`config.mk`:
```
export PLATFORM = sky130hd
export DESIGN_NAME = decode_stage
export DESIGN_NICKNAME = d
export VERILOG_FILES = /design/src/rtl/decode_stage_pkg.sv /design/src/rtl/decode_stage_regfile.sv /design/src/rtl/decode_stage.sv
export SDC_FILE = /design/constraint.sdc
export NUM_CORES = 1
export LEC_CHECK = 0
export CORE_ASPECT_RATIO = 0.7
export CORE_MARGIN = 4
export CORE_UTILIZATION = 55
export DETAILED_ROUTE_END_ITERATION = 10
export PLACE_DENSITY_LB_ADDON = 0.05
export SETUP_SLACK_MARGIN = 0.15
export SLEW_MARGIN = 20
export SYNTH_ARGS = -nofsm -noshare
export SYNTH_HDL_FRONTEND = slang
export SYNTH_HIERARCHICAL = 1
export SYNTH_SLANG_ARGS = --single-unit
```
`constraint.sdc`:
```
create_clock -name clk_i -period 5.9 [get_ports clk_i]
set_input_delay 1.18 -clock clk_i [delete_from_list [all_inputs] [get_ports clk_i]]
set_output_delay 1.18 -clock clk_i [all_outputs]
set_load 0.005 [all_outputs]
```
`src/rtl/decode_stage_pkg.sv`:
```
`default_nettype none
// +------------------------------------------------------------------+
// | decode_stage_pkg : shared ALU-facing types for the decode stage  |
// | rev 1.0                                                          |
// +------------------------------------------------------------------+
package decode_stage_pkg;

   localparam int REG_ADDR_W = 5;
   localparam int INSTR_W    = 32;

   typedef enum logic [6:0] {
      F7_NORMAL = 7'b0000000,
      F7_ALT    = 7'b0100000
   } alu_funct7_e;

   typedef enum logic [2:0] {
      F3_ADD  = 3'b000,
      F3_SLL  = 3'b001,
      F3_SLT  = 3'b010,
      F3_SLTU = 3'b011,
      F3_XOR  = 3'b100,
      F3_SRL  = 3'b101,
      F3_OR   = 3'b110,
      F3_AND  = 3'b111
   } alu_funct3_e;

   typedef enum logic [6:0] {
      OP     = 7'b0110011,
      OP_IMM = 7'b0010011
   } opcode_e;

endpackage
`default_nettype wire

```
`src/rtl/decode_stage_regfile.sv`:
```
`default_nettype none
// +------------------------------------------------------------------+
// | decode_stage_regfile : 2R1W register file, x0 hardwired to zero  |
// | rev 1.0                                                          |
// +------------------------------------------------------------------+
module decode_stage_regfile
   import decode_stage_pkg::*;
#(
   parameter int DATA_W    = 32,
   parameter int REG_COUNT = 32
) (
   input  logic                  clk_i,
   input  logic [REG_ADDR_W-1:0] rs1_addr_i,
   input  logic [REG_ADDR_W-1:0] rs2_addr_i,
   output logic [DATA_W-1:0]     rs1_data_o,
   output logic [DATA_W-1:0]     rs2_data_o,
   input  logic                  we_i,
   input  logic [REG_ADDR_W-1:0] waddr_i,
   input  logic [DATA_W-1:0]     wdata_i
);

   localparam int IDX_W = $clog2(REG_COUNT);

   logic [DATA_W-1:0] mem_q [REG_COUNT];
   logic              wr_ok;

   function automatic logic in_range(input logic [REG_ADDR_W-1:0] a);
      return (a != '0) && (32'(a) < 32'(REG_COUNT));
   endfunction

   // A same-cycle write is forwarded so the reader never sees a stale value.
   function automatic logic [DATA_W-1:0] read_port(input logic [REG_ADDR_W-1:0] a);
      logic [DATA_W-1:0] v;
      v = '0;
      if (in_range(a)) begin
         if (we_i && (waddr_i == a)) v = wdata_i;
         else                        v = mem_q[a[IDX_W-1:0]];
      end
      return v;
   endfunction

   assign wr_ok = we_i && in_range(waddr_i);

   always_ff @(posedge clk_i) begin
      if (wr_ok) mem_q[waddr_i[IDX_W-1:0]] <= wdata_i;
   end

   always_comb begin
      rs1_data_o = read_port(rs1_addr_i);
      rs2_data_o = read_port(rs2_addr_i);
   end

endmodule
`default_nettype wire

```
`src/rtl/decode_stage.sv`:
```
`default_nettype none
// +------------------------------------------------------------------+
// | decode_stage : RV32I OP/OP-IMM decode and operand fetch for ALU  |
// | rev 1.0                                                          |
// +------------------------------------------------------------------+
module decode_stage
   import decode_stage_pkg::*;
#(
   parameter int DATA_W    = 32,
   parameter int REG_COUNT = 32
) (
   input  logic                  clk_i,
   input  logic                  rst_ni,
   input  logic                  flush_i,
   input  logic [INSTR_W-1:0]    instr_i,
   input  logic                  instr_valid_i,
   output logic                  instr_ready_o,
   input  logic                  wb_en_i,
   input  logic [REG_ADDR_W-1:0] wb_rd_i,
   input  logic [DATA_W-1:0]     wb_data_i,
   output logic                  ex_valid_o,
   input  logic                  ex_ready_i,
   output logic [DATA_W-1:0]     operand_1_o,
   output logic [DATA_W-1:0]     operand_2_o,
   output alu_funct7_e           funct7_o,
   output alu_funct3_e           funct3_o,
   output logic [REG_ADDR_W-1:0] rd_o,
   output logic                  rd_we_o,
   output logic                  illegal_o
);

   logic [6:0]            opcode;
   logic [REG_ADDR_W-1:0] rd, rs1, rs2;
   logic [2:0]            f3;
   logic [6:0]            f7;
   logic [DATA_W-1:0]     imm, rs1_data, rs2_data;
   logic                  legal, alt, use_rs2, accept;

   logic                  ex_valid_q,   ex_valid_d;
   logic [DATA_W-1:0]     operand_1_q,  operand_1_d;
   logic [DATA_W-1:0]     operand_2_q,  operand_2_d;
   alu_funct7_e           funct7_q,     funct7_d;
   alu_funct3_e           funct3_q,     funct3_d;
   logic [REG_ADDR_W-1:0] rd_q,         rd_d;
   logic                  rd_we_q,      rd_we_d;
   logic                  illegal_q,    illegal_d;

   assign opcode = instr_i[6:0];
   assign rd     = instr_i[11:7];
   assign f3     = instr_i[14:12];
   assign rs1    = instr_i[19:15];
   assign rs2    = instr_i[24:20];
   assign f7     = instr_i[31:25];
   assign imm    = {{(DATA_W-12){instr_i[31]}}, instr_i[31:20]};

   decode_stage_regfile #(
      .DATA_W    (DATA_W),
      .REG_COUNT (REG_COUNT)
   ) u_regfile (
      .clk_i      (clk_i),
      .rs1_addr_i (rs1),
      .rs2_addr_i (rs2),
      .rs1_data_o (rs1_data),
      .rs2_data_o (rs2_data),
      .we_i       (wb_en_i),
      .waddr_i    (wb_rd_i),
      .wdata_i    (wb_data_i)
   );

   always_comb begin
      legal   = 1'b0;
      alt     = 1'b0;
      use_rs2 = 1'b0;
      if (opcode == OP) begin
         use_rs2 = 1'b1;
         if (f7 == F7_NORMAL) begin
            legal = 1'b1;
         end else if ((f7 == F7_ALT) && ((f3 == F3_ADD) || (f3 == F3_SRL))) begin
            legal = 1'b1;
            alt   = 1'b1;
         end
      end else if (opcode == OP_IMM) begin
         // imm[11:5] doubles as funct7 only for the shift-immediate forms.
         if (f3 == F3_SLL) begin
            legal = (f7 == F7_NORMAL);
         end else if (f3 == F3_SRL) begin
            legal = (f7 == F7_NORMAL) || (f7 == F7_ALT);
            alt   = (f7 == F7_ALT);
         end else begin
            legal = 1'b1;
         end
      end
      if ((REG_COUNT == 16) && (rs1[4] || rd[4] || (use_rs2 && rs2[4]))) legal = 1'b0;
   end

   always_comb begin
      operand_1_d = '0;
      operand_2_d = '0;
      funct7_d    = F7_NORMAL;
      funct3_d    = F3_ADD;
      rd_d        = '0;
      rd_we_d     = 1'b0;
      illegal_d   = !legal;
      ex_valid_d  = 1'b1;
      if (legal) begin
         operand_1_d = rs1_data;
         operand_2_d = use_rs2 ? rs2_data : imm;
         funct7_d    = alt ? F7_ALT : F7_NORMAL;
         funct3_d    = alu_funct3_e'(f3);
         rd_d        = rd;
         rd_we_d     = (rd != '0);
      end
   end

   assign instr_ready_o = !flush_i && (!ex_valid_q || ex_ready_i);
   assign accept        = instr_valid_i && instr_ready_o;

   always_ff @(posedge clk_i) begin
      if (!rst_ni || flush_i) begin
         ex_valid_q  <= 1'b0;
         operand_1_q <= '0;
         operand_2_q <= '0;
         funct7_q    <= F7_NORMAL;
         funct3_q    <= F3_ADD;
         rd_q        <= '0;
         rd_we_q     <= 1'b0;
         illegal_q   <= 1'b0;
      end else if (accept) begin
         ex_valid_q  <= ex_valid_d;
         operand_1_q <= operand_1_d;
         operand_2_q <= operand_2_d;
         funct7_q    <= funct7_d;
         funct3_q    <= funct3_d;
         rd_q        <= rd_d;
         rd_we_q     <= rd_we_d;
         illegal_q   <= illegal_d;
      end else if (ex_ready_i) begin
         ex_valid_q  <= 1'b0;
      end
   end

   assign ex_valid_o  = ex_valid_q;
   assign operand_1_o = operand_1_q;
   assign operand_2_o = operand_2_q;
   assign funct7_o    = funct7_q;
   assign funct3_o    = funct3_q;
   assign rd_o        = rd_q;
   assign rd_we_o     = rd_we_q;
   assign illegal_o   = illegal_q;

endmodule
`default_nettype wire
```
==> reports/results.ini <==
[detailed_routing]
drcViolationCount=0
drt_first_pass_iters=6
antenna_left=0
initialDrtViolationCount=5355
vias_per_cell=7.46
wl_per_cell_um=41.3
vias=32300
drt_wl_total_um=179000

[synth]
ys_warn_count=6
syn_avg_cell_area_um2=18.1
postSynth.asyncResetShare=0
post_synth_num_cell_types=70
synth_ff_type=sky130_fd_sc_hd__edfxtp_1
yosys_register_bits=1100
synth_enable_flop_cells=1024
synth_sequential_area_ratio=0.636
yosys.area.top_type_share=0.606
synthesis.instances=2802
netlist_area_um2=50700
synthTopCellsByArea=sky130_fd_sc_hd__edfxtp_1 61%, sky130_fd_sc_hd__mux4_2 18%, sky130_fd_sc_hd__mux2i_1 4.3%
synth_top_area_cell=sky130_fd_sc_hd__edfxtp_1

[clock_tree]
hold_buffers=0
clk_pin_slew_ns=0.06
clockRootBuffer=sky130_fd_sc_hd__clkbuf_16
tritoncts.num_buffers=104
cts.repair.resized=0
tritoncts=built
numClockSinks=1100
clk_path_buf_depth=3
post-cts-setup-buffers=0
worst_skew_pair.late_latency_ns=0.73
htree_levels=3

[run]
cap_viol_max_count=0

[sta]
clock_tree_skew_after_final_layout_ns=0.0344
max-slew-margin-rel=0.200
max_slew.worst_pin.slew_ns=1.20
grt_setup_unrepaired=no
finalCriticalPeriod_ns=4.23
layout_worst_path_cycle_share=0.718
maxClockFrequency_mhz=236
setup_slack_ns=1.67
timing.final.setup_violations=0
final_hold_viol_count=0
slew_violations=0
setup-tns-final_ns=0

[grt]
number_of_antenna_violations_at_the_first_check_in_global_routing=9
global_route_wire_length_before_repair_um=249000
grt_use_total=0.371
grt_start_max_net_pins=81
via_count_of_the_first_global_routing_pass=31800
gr-total-overflow=0

[die]
die_width_um=371
core_um2=90700
die-area_um2=97200
rows=92
number_of_placed_i_o_pins=158
die_span_y_um=262
initial_core_util=0.559

[layout]
drive_gt1_frac=0.264
area_overhead_vs_synth_pct=14.3
nets=3088
fin_util=0.639
stdcell_area_um2=57900

[setup_path]
crit_path_max_fanout=28
crit_type=input port to flop
critical_path_source_type=input port
required_ns=6.56
worst-endpoint-arrival_ns=4.90
end_kind=flop

[hold_path]
hp-class=flop to flop

[placed_design]
dpl_cell_area_um2=54500
placement.setup.worst_slack_ns=1.16
gp_congestion=0.923
port-buffer-count=151
dpl.hpwl_um=108000

[power_and_ir_drop]
ir_worst_vdd_mv=0.270
power-per-cell-area_nw_per_um2=296
static_leakage_nw=18.8

[outcome]
outcome=finished, final reports clean

-- worst paths after layout --
path / to / cells past startpoint / from / slack [ns]
setup reg to reg: operand_2_o[8] / 6 / u_regfile/mem_q[28][8] / 3.39
setup / recovery: operand_2_o[7] / 7 / instr_i[23] / 1.67
hold / removal: operand_2_o[10] / 2 / operand_2_o[10] / 0.45
hold reg to reg: operand_2_o[10] / 2 / operand_2_o[10] / 0.45
-- cells in the mapped netlist, drive strengths merged (26+ instances only) --
cell type and instances:
a22oi 69, a2111oi 26, edfxtp 1024, a22o 83
mux4 418, o221ai 29, nand2 99, mux2i 220
a221oi 35, clkbuf 91, o21ai 71, o22ai 38
mux2 31, a21oi 53, nor2 83, buf 141
dfxtp 76
-- kinds of logic (layout without fill, tap and decap cells) --
| logic type | count (synthesis) | in the layout | share of synthesized area |
|---|---|---|---|
| compound gates | 499 | 499 | 0.0724 |
| xor+xnor | 11 | 11 | 0.00190 |
| buf+inv | 237 | 502 | 0.0258 |
| flops | 1100 | 1100 | 0.636 |
| mux | 669 | 669 | 0.237 |
| other cells | 2 | 44 | 0.000148 |
| simple gates | 284 | 284 | 0.0267 |
-- layout make-up --
| type | count | area [um^2] |
|---|---|---|
| multi-input cells | 1501 | 17600 |
| fillers | 6362 | 32800 |
| well taps | 1222 | 1530 |
| inverters | 5 | 18.8 |
| repair buffers | 301 | 3060 |
| clock buffers | 143 | 2940 |
| diodes | 6 | 15.0 |
| clock inverters | 53 | 518 |
| flip-flops and latches | 1100 | 32300 |
-- layout by cell type (no fill, tap or decap), types with 52 or more instances in the layout --
master / synthesis / routed
sky130_fd_sc_hd__mux4_2: 409 / 409
sky130_fd_sc_hd__a21oi_1: 53 / 52
sky130_fd_sc_hd__a22oi_1: 69 / 69
sky130_fd_sc_hd__clkbuf_16: 0 / 108
sky130_fd_sc_hd__dfxtp_1: 76 / 76
sky130_fd_sc_hd__edfxtp_1: 1024 / 1024
sky130_fd_sc_hd__nand2_1: 99 / 99
sky130_fd_sc_hd__a22o_1: 83 / 83
sky130_fd_sc_hd__mux2i_1: 220 / 220
sky130_fd_sc_hd__buf_4: 38 / 118
sky130_fd_sc_hd__clkdlybuf4s50_1: 0 / 140
-- routing by layer --
layer	track usage	routed length [um]
met5	0	52
met4	0.126	6720
met3	0.137	28200
met2	0.523	76000
met1	0.540	68100
-- registers in the layout, summed over array words and instances (netlist names) --
| name | flops |
|---|---|
| ex_valid_o | 1 |
| u_regfile/mem_q | 1024 |
| rd_o | 5 |
| funct3_o | 3 |
| rd_we_o | 1 |
| operand_2_o | 32 |
| funct7_o | 1 |
| operand_1_o | 32 |
| illegal_o | 1 |
-- worst max-delay path: stages --
cell and delay (ns):
sky130_fd_sc_hd__buf_2 0.82, sky130_fd_sc_hd__nor2b_4 0.91, sky130_fd_sc_hd__buf_4 0.43, sky130_fd_sc_hd__a221oi_1 0.19, sky130_fd_sc_hd__o31ai_1 0.95, sky130_fd_sc_hd__mux2i_1 0.19, sky130_fd_sc_hd__o21ai_1 0.16
-- stage by stage --
stage | hold WS [ns] | instances | total power [mW]
final | 0.446 | 4331 | 17.1
after global routing | 0.472 | 4326 | 17.6
after CTS | 0.449 | 4325 | 17.1
after detailed placement | 0.440 | 4129 | 10.3
after global placement | 0.443 | 4128 | 10.3
after floorplan | 0.443 | 2838 | 9.71
-- where the power goes --
group	internal [mW]	leakage [nW]	switching (mW)	total, mW
combinational	0.609	7.22	0.929	1.54
clock	3.92	1.71	3.00	6.92
sequential	8.62	9.86	0.0453	8.67
(Power assumes the default switching activity.)
